## src/rtl/acc_pkg.sv

```systemverilog
// Shared types for the accelerator dispatcher: queue entry payload sized for the
// widest supported configuration; instances truncate to their own parameters.
package acc_pkg;

    localparam int unsigned AccMaxXlen    = 64;
    localparam int unsigned AccMaxTidBits = 8;
    localparam int unsigned AccMaxChW     = 8;

    typedef struct packed {
        logic [31:0]              insn;
        logic [AccMaxXlen-1:0]    rs1;
        logic [AccMaxXlen-1:0]    rs2;
        logic [AccMaxTidBits-1:0] trans_id;
        logic [AccMaxChW-1:0]     chan;
        logic                     is_ld;
        logic                     is_st;
    } acc_disp_entry_t;

endpackage

```

## src/rtl/acc_sat_counter.sv

```systemverilog
// Saturating up/down counter with sticky error on overflow or underflow.
module acc_sat_counter #(
    parameter int unsigned WIDTH = 3
) (
    input  logic             clk_i,
    input  logic             rst_ni,
    input  logic             clr_i,
    input  logic             inc_i,
    input  logic             dec_i,
    output logic [WIDTH-1:0] q_o,
    output logic             err_o
);

    logic [WIDTH-1:0] cnt_q, cnt_d;
    logic             err_q, err_d;

    assign q_o   = cnt_q;
    assign err_o = err_q;

    always_comb begin
        cnt_d = cnt_q;
        err_d = err_q;
        if (clr_i) begin
            cnt_d = '0;
        end else if (inc_i && !dec_i) begin
            if (cnt_q == {WIDTH{1'b1}}) err_d = 1'b1;
            else                        cnt_d = cnt_q + WIDTH'(1);
        end else if (dec_i && !inc_i) begin
            if (cnt_q == '0) err_d = 1'b1;
            else             cnt_d = cnt_q - WIDTH'(1);
        end
    end

    always_ff @(posedge clk_i or negedge rst_ni) begin
        if (!rst_ni) begin
            cnt_q <= '0;
            err_q <= 1'b0;
        end else begin
            cnt_q <= cnt_d;
            err_q <= err_d;
        end
    end

endmodule

```

## src/rtl/fifo_v3.sv

```systemverilog
// Synchronous FIFO with optional fall-through, common_cells fifo_v3 port subset.
module fifo_v3 #(
    parameter bit          FALL_THROUGH = 1'b0,
    parameter int unsigned DEPTH        = 8,
    parameter type         dtype        = logic,
    localparam int unsigned ADDR_DEPTH  = (DEPTH > 1) ? $clog2(DEPTH) : 1
) (
    input  logic                  clk_i,
    input  logic                  rst_ni,
    input  logic                  flush_i,
    output logic                  full_o,
    output logic                  empty_o,
    output logic [ADDR_DEPTH-1:0] usage_o,
    input  dtype                  data_i,
    input  logic                  push_i,
    output dtype                  data_o,
    input  logic                  pop_i
);

    logic [ADDR_DEPTH-1:0] rd_q, rd_d, wr_q, wr_d;
    logic [ADDR_DEPTH:0]   cnt_q, cnt_d;
    logic                  do_write;
    dtype                  mem_q [DEPTH];

    assign full_o  = (cnt_q == (ADDR_DEPTH+1)'(DEPTH));
    assign empty_o = (cnt_q == '0) & ~(FALL_THROUGH & push_i);
    assign usage_o = cnt_q[ADDR_DEPTH-1:0];
    assign data_o  = (FALL_THROUGH && cnt_q == '0) ? data_i : mem_q[rd_q];

    always_comb begin
        rd_d     = rd_q;
        wr_d     = wr_q;
        cnt_d    = cnt_q;
        do_write = 1'b0;
        if (push_i && !full_o) begin
            do_write = 1'b1;
            wr_d     = (wr_q == ADDR_DEPTH'(DEPTH - 1)) ? '0 : wr_q + ADDR_DEPTH'(1);
            cnt_d    = cnt_q + (ADDR_DEPTH+1)'(1);
        end
        if (pop_i && !empty_o) begin
            rd_d  = (rd_q == ADDR_DEPTH'(DEPTH - 1)) ? '0 : rd_q + ADDR_DEPTH'(1);
            cnt_d = cnt_d - (ADDR_DEPTH+1)'(1);
        end
        // bypassed element never lands in storage
        if (FALL_THROUGH && cnt_q == '0 && push_i && pop_i) begin
            do_write = 1'b0;
            wr_d     = wr_q;
            rd_d     = rd_q;
            cnt_d    = cnt_q;
        end
        if (flush_i) begin
            do_write = 1'b0;
            rd_d     = '0;
            wr_d     = '0;
            cnt_d    = '0;
        end
    end

    always_ff @(posedge clk_i or negedge rst_ni) begin
        if (!rst_ni) begin
            rd_q  <= '0;
            wr_q  <= '0;
            cnt_q <= '0;
        end else begin
            rd_q  <= rd_d;
            wr_q  <= wr_d;
            cnt_q <= cnt_d;
        end
    end

    always_ff @(posedge clk_i) begin
        if (do_write) mem_q[wr_q] <= data_i;
    end

endmodule

```

## src/rtl/acc_multi_dispatcher.sv

```systemverilog
// In-order accelerator dispatcher: queues issued instructions, releases each once
// non-speculative, and routes it to one of several accelerator request channels.
module acc_multi_dispatcher
    import acc_pkg::*;
#(
    parameter int unsigned NrChannels    = 2,
    parameter int unsigned QueueDepth    = 4,
    parameter int unsigned NrSbEntries   = 8,
    parameter int unsigned NrCommitPorts = 2,
    parameter int unsigned CntWidth      = 3,
    parameter int unsigned XLEN          = 64,
    localparam int unsigned ChW          = (NrChannels > 1) ? $clog2(NrChannels) : 1,
    localparam int unsigned TransIdBits  = $clog2(NrSbEntries)
) (
    input  logic                                     clk_i,
    input  logic                                     rst_ni,
    input  logic                                     flush_i,
    input  logic                                     issue_valid_i,
    output logic                                     issue_ready_o,
    input  logic [31:0]                              issue_insn_i,
    input  logic [XLEN-1:0]                          issue_rs1_i,
    input  logic [XLEN-1:0]                          issue_rs2_i,
    input  logic [TransIdBits-1:0]                   issue_trans_id_i,
    input  logic [ChW-1:0]                           issue_chan_i,
    input  logic                                     issue_is_ld_i,
    input  logic                                     issue_is_st_i,
    input  logic [NrCommitPorts-1:0]                 commit_acc_i,
    input  logic [NrCommitPorts-1:0][TransIdBits-1:0] commit_trans_id_i,
    input  logic                                     commit_st_barrier_i,
    output logic [NrChannels-1:0]                    acc_req_valid_o,
    input  logic [NrChannels-1:0]                    acc_req_ready_i,
    output logic [NrChannels-1:0][31:0]              acc_req_insn_o,
    output logic [NrChannels-1:0][XLEN-1:0]          acc_req_rs1_o,
    output logic [NrChannels-1:0][XLEN-1:0]          acc_req_rs2_o,
    output logic [NrChannels-1:0][TransIdBits-1:0]   acc_req_trans_id_o,
    input  logic [NrChannels-1:0]                    acc_ld_complete_i,
    input  logic [NrChannels-1:0]                    acc_st_complete_i,
    input  logic                                     cons_en_i,
    input  logic                                     scalar_ld_i,
    input  logic                                     scalar_st_i,
    output logic                                     scalar_stall_o,
    output logic                                     halt_o,
    output logic                                     err_o
);

    localparam int unsigned QAddrW = $clog2(QueueDepth);

    acc_disp_entry_t         push_entry, head;
    logic                    fifo_full, fifo_empty;
    logic [QAddrW-1:0]       fifo_usage;
    logic                    issue_fire, dispatch, chan_free;
    logic [TransIdBits-1:0]  head_tid, marker_tid;
    logic [ChW-1:0]          head_chan;
    logic                    marker_vld, marker_hit;
    logic [NrSbEntries-1:0]  pending_q, pending_d, nonspec_q, nonspec_d;
    logic                    halt_q, halt_d;
    logic                    unused_bits;

    logic [NrChannels-1:0]                  req_valid_q, req_valid_d;
    logic [NrChannels-1:0][31:0]            req_insn_q, req_insn_d;
    logic [NrChannels-1:0][XLEN-1:0]        req_rs1_q, req_rs1_d, req_rs2_q, req_rs2_d;
    logic [NrChannels-1:0][TransIdBits-1:0] req_tid_q, req_tid_d;

    logic [NrChannels-1:0][CntWidth-1:0] spec_ld_cnt, spec_st_cnt, disp_ld_cnt, disp_st_cnt;
    logic [NrChannels-1:0][3:0]          cnt_err;
    logic                                ldp, stp;

    assign issue_ready_o = ~fifo_full;
    assign issue_fire    = issue_valid_i & issue_ready_o & ~flush_i;

    always_comb begin
        push_entry          = '0;
        push_entry.insn     = issue_insn_i;
        push_entry.rs1      = AccMaxXlen'(issue_rs1_i);
        push_entry.rs2      = AccMaxXlen'(issue_rs2_i);
        push_entry.trans_id = AccMaxTidBits'(issue_trans_id_i);
        push_entry.chan     = AccMaxChW'(issue_chan_i);
        push_entry.is_ld    = issue_is_ld_i;
        push_entry.is_st    = issue_is_st_i;
    end

    fifo_v3 #(
        .FALL_THROUGH (1'b0),
        .DEPTH        (QueueDepth),
        .dtype        (acc_disp_entry_t)
    ) i_queue (
        .clk_i   (clk_i),
        .rst_ni  (rst_ni),
        .flush_i (flush_i),
        .full_o  (fifo_full),
        .empty_o (fifo_empty),
        .usage_o (fifo_usage),
        .data_i  (push_entry),
        .push_i  (issue_fire),
        .data_o  (head),
        .pop_i   (dispatch)
    );

    assign unused_bits = ^{head, fifo_usage};
    assign head_tid    = TransIdBits'(head.trans_id);
    assign head_chan   = ChW'(head.chan);

    // lowest commit port carrying an accelerator instruction is the marker
    always_comb begin
        marker_vld = 1'b0;
        marker_tid = '0;
        for (int p = int'(NrCommitPorts) - 1; p >= 0; p--) begin
            if (commit_acc_i[p]) begin
                marker_vld = 1'b1;
                marker_tid = commit_trans_id_i[p];
            end
        end
    end

    assign marker_hit = marker_vld & pending_q[marker_tid];
    assign chan_free  = ~req_valid_q[head_chan] | acc_req_ready_i[head_chan];
    assign dispatch   = ~fifo_empty & ~flush_i & chan_free &
                        (nonspec_q[head_tid] | (marker_hit & (marker_tid == head_tid)));

    always_comb begin
        pending_d = pending_q;
        nonspec_d = nonspec_q;
        if (marker_hit) begin
            pending_d[marker_tid] = 1'b0;
            nonspec_d[marker_tid] = 1'b1;
        end
        if (issue_fire) pending_d[issue_trans_id_i] = 1'b1;
        if (dispatch)   nonspec_d[head_tid] = 1'b0;
        if (flush_i) begin
            pending_d = '0;
            nonspec_d = '0;
        end
    end

    // request registers hold until their own handshake; a dispatch may refill in the same cycle
    always_comb begin
        req_valid_d = req_valid_q;
        req_insn_d  = req_insn_q;
        req_rs1_d   = req_rs1_q;
        req_rs2_d   = req_rs2_q;
        req_tid_d   = req_tid_q;
        for (int c = 0; c < int'(NrChannels); c++) begin
            if (acc_req_ready_i[c]) req_valid_d[c] = 1'b0;
            if (dispatch && head_chan == ChW'(c)) begin
                req_valid_d[c] = 1'b1;
                req_insn_d[c]  = head.insn;
                req_rs1_d[c]   = XLEN'(head.rs1);
                req_rs2_d[c]   = XLEN'(head.rs2);
                req_tid_d[c]   = head_tid;
            end
        end
    end

    assign ldp    = (|spec_ld_cnt) | (|disp_ld_cnt);
    assign stp    = (|spec_st_cnt) | (|disp_st_cnt);
    assign halt_d = (halt_q | commit_st_barrier_i) & stp;

    always_ff @(posedge clk_i or negedge rst_ni) begin
        if (!rst_ni) begin
            pending_q   <= '0;
            nonspec_q   <= '0;
            halt_q      <= 1'b0;
            req_valid_q <= '0;
            req_insn_q  <= '0;
            req_rs1_q   <= '0;
            req_rs2_q   <= '0;
            req_tid_q   <= '0;
        end else begin
            pending_q   <= pending_d;
            nonspec_q   <= nonspec_d;
            halt_q      <= halt_d;
            req_valid_q <= req_valid_d;
            req_insn_q  <= req_insn_d;
            req_rs1_q   <= req_rs1_d;
            req_rs2_q   <= req_rs2_d;
            req_tid_q   <= req_tid_d;
        end
    end

    for (genvar c = 0; c < NrChannels; c++) begin : g_chan
        logic issue_c, disp_c;
        assign issue_c = issue_fire & (issue_chan_i == ChW'(c));
        assign disp_c  = dispatch & (head_chan == ChW'(c));

        acc_sat_counter #(.WIDTH(CntWidth)) i_spec_ld (
            .clk_i, .rst_ni, .clr_i(flush_i),
            .inc_i(issue_c & issue_is_ld_i), .dec_i(disp_c & head.is_ld),
            .q_o(spec_ld_cnt[c]), .err_o(cnt_err[c][0])
        );
        acc_sat_counter #(.WIDTH(CntWidth)) i_spec_st (
            .clk_i, .rst_ni, .clr_i(flush_i),
            .inc_i(issue_c & issue_is_st_i), .dec_i(disp_c & head.is_st),
            .q_o(spec_st_cnt[c]), .err_o(cnt_err[c][1])
        );
        acc_sat_counter #(.WIDTH(CntWidth)) i_disp_ld (
            .clk_i, .rst_ni, .clr_i(1'b0),
            .inc_i(disp_c & head.is_ld), .dec_i(acc_ld_complete_i[c]),
            .q_o(disp_ld_cnt[c]), .err_o(cnt_err[c][2])
        );
        acc_sat_counter #(.WIDTH(CntWidth)) i_disp_st (
            .clk_i, .rst_ni, .clr_i(1'b0),
            .inc_i(disp_c & head.is_st), .dec_i(acc_st_complete_i[c]),
            .q_o(disp_st_cnt[c]), .err_o(cnt_err[c][3])
        );
    end

    assign acc_req_valid_o    = req_valid_q;
    assign acc_req_insn_o     = req_insn_q;
    assign acc_req_rs1_o      = req_rs1_q;
    assign acc_req_rs2_o      = req_rs2_q;
    assign acc_req_trans_id_o = req_tid_q;
    assign halt_o             = halt_q;
    assign err_o              = |cnt_err;
    assign scalar_stall_o     = cons_en_i & ((scalar_ld_i & stp) | (scalar_st_i & (ldp | stp)));

endmodule

```

## config.mk

```make
export PLATFORM = sky130hd
export DESIGN_NAME = acc_multi_dispatcher
export DESIGN_NICKNAME = d
export VERILOG_FILES = /design/src/rtl/acc_pkg.sv /design/src/rtl/acc_sat_counter.sv /design/src/rtl/fifo_v3.sv /design/src/rtl/acc_multi_dispatcher.sv
export SDC_FILE = /design/constraint.sdc
export NUM_CORES = 1
export LEC_CHECK = 0
export ABC_AREA = 1
export BUFFER_PORTS_ARGS = -buffer_cell sky130_fd_sc_hd__buf_2
export CAP_MARGIN = 20
export CORE_MARGIN = 5
export CORE_UTILIZATION = 58
export CTS_CLUSTER_DIAMETER = 100
export DETAILED_ROUTE_END_ITERATION = 8
export PLACE_DENSITY = 0.91
export RECOVER_POWER = 50
export SYNTH_ARGS = -nofsm -noshare
export SYNTH_HDL_FRONTEND = slang
export SYNTH_SLANG_ARGS = --single-unit
```

## constraint.sdc

```tcl
create_clock -name clk_i -period 11.4 [get_ports clk_i]
set_input_delay 0.57 -clock clk_i [delete_from_list [all_inputs] [get_ports clk_i]]
set_output_delay 0.57 -clock clk_i [all_outputs]
set_load 0.03 [all_outputs]
```

==> results.md <==
* Status: finished, violations left
* First-pass detailed-route iteration total at 6
* Post-synth EDFFs at 664
* Worst slew pin tran at 4440 ps
* Switching pwr at 4630 uW
* Synthesized instance count at 3,532
* Slew margin rel. at -1.96
* Setup_tns at 0 ps
* GR Overflow Total at 0
* Clock tree buffer depth at 3
* Buf+Inv Stages, Crit Path at 3
* Worst skew pair latency at 680 ps
* Most frequent cells in the layout: nand2_1 (1,135), edfxtp_1 (664), clkbuf_1 (519)
* Sequential area share after synthesis at 0.728
* H-tree Lvls at 3
* # port buffers at 519
* Nets@finish at 4,213
* Max-slew violation count at 75
* Synthesized area at 40,600 sq um
* CTS root buf: clkbuf_16
* Yosys warns at 0
* Vias per std cell at 5.88
* CTS tree: yes
* Syn_area_per_cell at 11.5 sq um
* DRC Markers at 0
* GRT Total Usage at 0.283
* Ports at 520
* Final setup fails at 0
* Initial core utilization at 0.582
* Setup CP Type: reg2reg
* Setup bufs post-CTS at 0
* Final critical-path required period at 4980 ps
* Power per Cell Area at 258 nW/um^2
* Worst-path clk slew at 60 ps
* Power Internal at 7420 uW
* Crit-path cells: buf_4, nand2_1, nand3_2, nand2_2, nand2_1, nand2_1, nand2_1, nand2_1, nand2_1, nand2_1, nand2_4, nand2_4, nor2_8, inv_6, buf_4, nand2_1, nand2_1
* Post-DP HPWL at 63,600 microns
* Worst min path class: in2reg
* Commonest non-fill, non-tap cell in the layout: nand2_1
* Largest net degree at the start of global routing at 158
* CP max stage delay at 820 ps
* Filler cell count at 4,801
* Fin Hold WS at 130 ps
* Static leakage at 0.0189 uW
* FFs w/ async S/R, synth at 0.366
* FP Rows at 97
* CP delay by family, top: simple AND/OR/NAND/NOR gates
* Worst setup SP type: flop
* Comb pwr share at 0.288
* Yosys reg bits at 1,048
* Antenna Nets Post-Route at 0
* CP Capture Type: flop
* Vias at 29,800
* Drt total wl at 109,000 microns
* First-pass GRT wire length at 166,000 microns
* Layout cells sized above 1 at 0.0638
* Final hold vios at 0
* Final clock skew at 37.8 ps
* Crit-path most repeated cell: nand2_1
* Routability cong. at 0.880
* Die height at 274 microns
* Critical Path RT at 11,960 ps
* Mapped Nets at 3,744
* Core area at 69,700 sq um
* RSZ-0062 raised after global routing: no
* Max-Cap Viols at 1
* Most used DFF post-synth: edfxtp_1
* Final period util at 0.437
* Slowest cell on crit path: dfrtp_4
* Critical path arrival at 5540 ps
* Resize count post-CTS at 0
* Violated checks: capacitance limit, slew limit
* Peak supply drop at 0.000205 V
* CTS buffer count at 102
* Sw Share at 0.384
* Die Span X at 274 microns
* Area growth, synth to finish at 15.3%
* Fmax at 201 MHz
* Die Area at 75,300 sq um
* CP Max Fanout at 94
* Starting DRT DRC Count at 3,749
* Clock sinks at 1,048
* Vias in the first global route at 29,800
* Avg WL per Cell at 21.4 microns
* Clock Power Share at 0.283
* Initial antenna violation count at 37
* Synth cell types at 46
* Sequential share of power at 0.429
-- per-layer routing --
| layer | wire length [microns] | part of all wire | vias to the layer above | GRT usage |
|---|---|---|---|---|
| met2 | 53500 | 0.49 | 1992 | 0.466 |
| met4 | 6940 | 0.064 | 12 | 0.176 |
| met5 | 74 | 0.00068 | - | 0 |
| li1 | - | - | 13000 | - |
| met1 | 37400 | 0.34 | 14400 | 0.340 |
| met3 | 10600 | 0.098 | 457 | 0.0659 |
-- area by class of cell --
cell class | count | area [sq um] | area share
sequential | 1048 | 29600 | 0.632
multi-input combinational | 2189 | 9820 | 0.210
clock buffer | 139 | 2880 | 0.0615
timing repair buffer | 552 | 2260 | 0.0483
tap | 940 | 1180 | 0.0251
clock inverter | 54 | 574 | 0.0123
inverter | 108 | 425 | 0.00909
antenna | 39 | 97.6 | 0.00209
-- power groups by stage --
stage                     clock network, uW  registers (uW)  logic [uW]
after floorplan                           0            6160        1340
after global placement                    0            5180        3390
after detailed placement                  0            5180        3550
after CTS                              3440            5140        3610
after global routing                   3620            5220        3730
final                                  3410            5170        3470
-- final timing paths --
kind	cells after the start	endpoint	slack (ps)	start
setup / recovery	17	acc_req_rs1_o[114]	6420	i_queue.rd_q[0]
hold / removal	2	acc_req_valid_o[0]	130	acc_req_ready_i[0]
setup reg to reg	17	acc_req_rs1_o[114]	6420	i_queue.rd_q[0]
hold reg to reg	2	acc_req_rs2_o[66]	470	acc_req_rs2_o[66]
max in group asynchronous	2	acc_req_rs2_o[2]	6870	rst_ni
min in group asynchronous	2	acc_req_insn_o[26]	2020	rst_ni
-- what timing repair did --
| item | CTS | global route |
|---|---|---|
| setup endpoints to repair | 0 | 0 |
| hold endpoints to repair | 74 | 0 |
| hold buffers | 1 | 0 |
-- through the flow --
stage / util / instance area (sq um) / setup slack, ps / power, uW / cells
6_report: 0.672 / 46800 / 6420 / 12100 / 5069
5_1_grt: 0.671 / 46800 / 6000 / 12600 / 5058
4_1_cts: 0.679 / 47300 / 6480 / 12200 / 5029
3_5_place_dp: 0.630 / 43900 / 6480 / 8720 / 4835
3_3_place_gp: 0.630 / 43900 / 6650 / 8570 / 4835
2_1_floorplan: - / 40600 / 2370 / 7500 / 3532
-- registers in the layout (all words and copies together) (netlist names), 8 cells and up --
name and cells:
i_queue.mem_q 664, acc_req_rs1_o 128, acc_req_rs2_o 128, acc_req_insn_o 64
nonspec_q 8, pending_q 8
-- Yosys cell counts (5+ instances only) --
master | instances | area share
o311ai_0 | 6 | 0.0013
o21ai_0 | 350 | 0.043
xor2_1 | 8 | 0.0017
o22ai_1 | 162 | 0.025
edfxtp_1 | 664 | 0.49
nand3b_1 | 5 | 0.00093
or2_2 | 8 | 0.0012
nor3_1 | 18 | 0.0022
nor2_1 | 345 | 0.032
a21oi_1 | 23 | 0.0028
nand4_1 | 9 | 0.0014
nand3_1 | 48 | 0.0059
clkbuf_1 | 128 | 0.012
inv_2 | 6 | 0.00056
buf_2 | 52 | 0.0064
nand2_1 | 1135 | 0.11
dfrtp_1 | 384 | 0.24
inv_1 | 101 | 0.0093
nand2_2 | 5 | 0.00077
ha_1 | 20 | 0.0062
-- logic make-up after synthesis --
kind of cell | synth area share
multiplexers | 0.000833
XOR/XNOR | 0.00237
flip-flops | 0.728
AO/OA/AOI/OAI | 0.0757
adder cells (fa/ha/maj) | 0.00814
buffers and inverters | 0.0298
AND/OR/NAND/NOR | 0.155
Note: power is estimated with default switching activity, not from simulation.
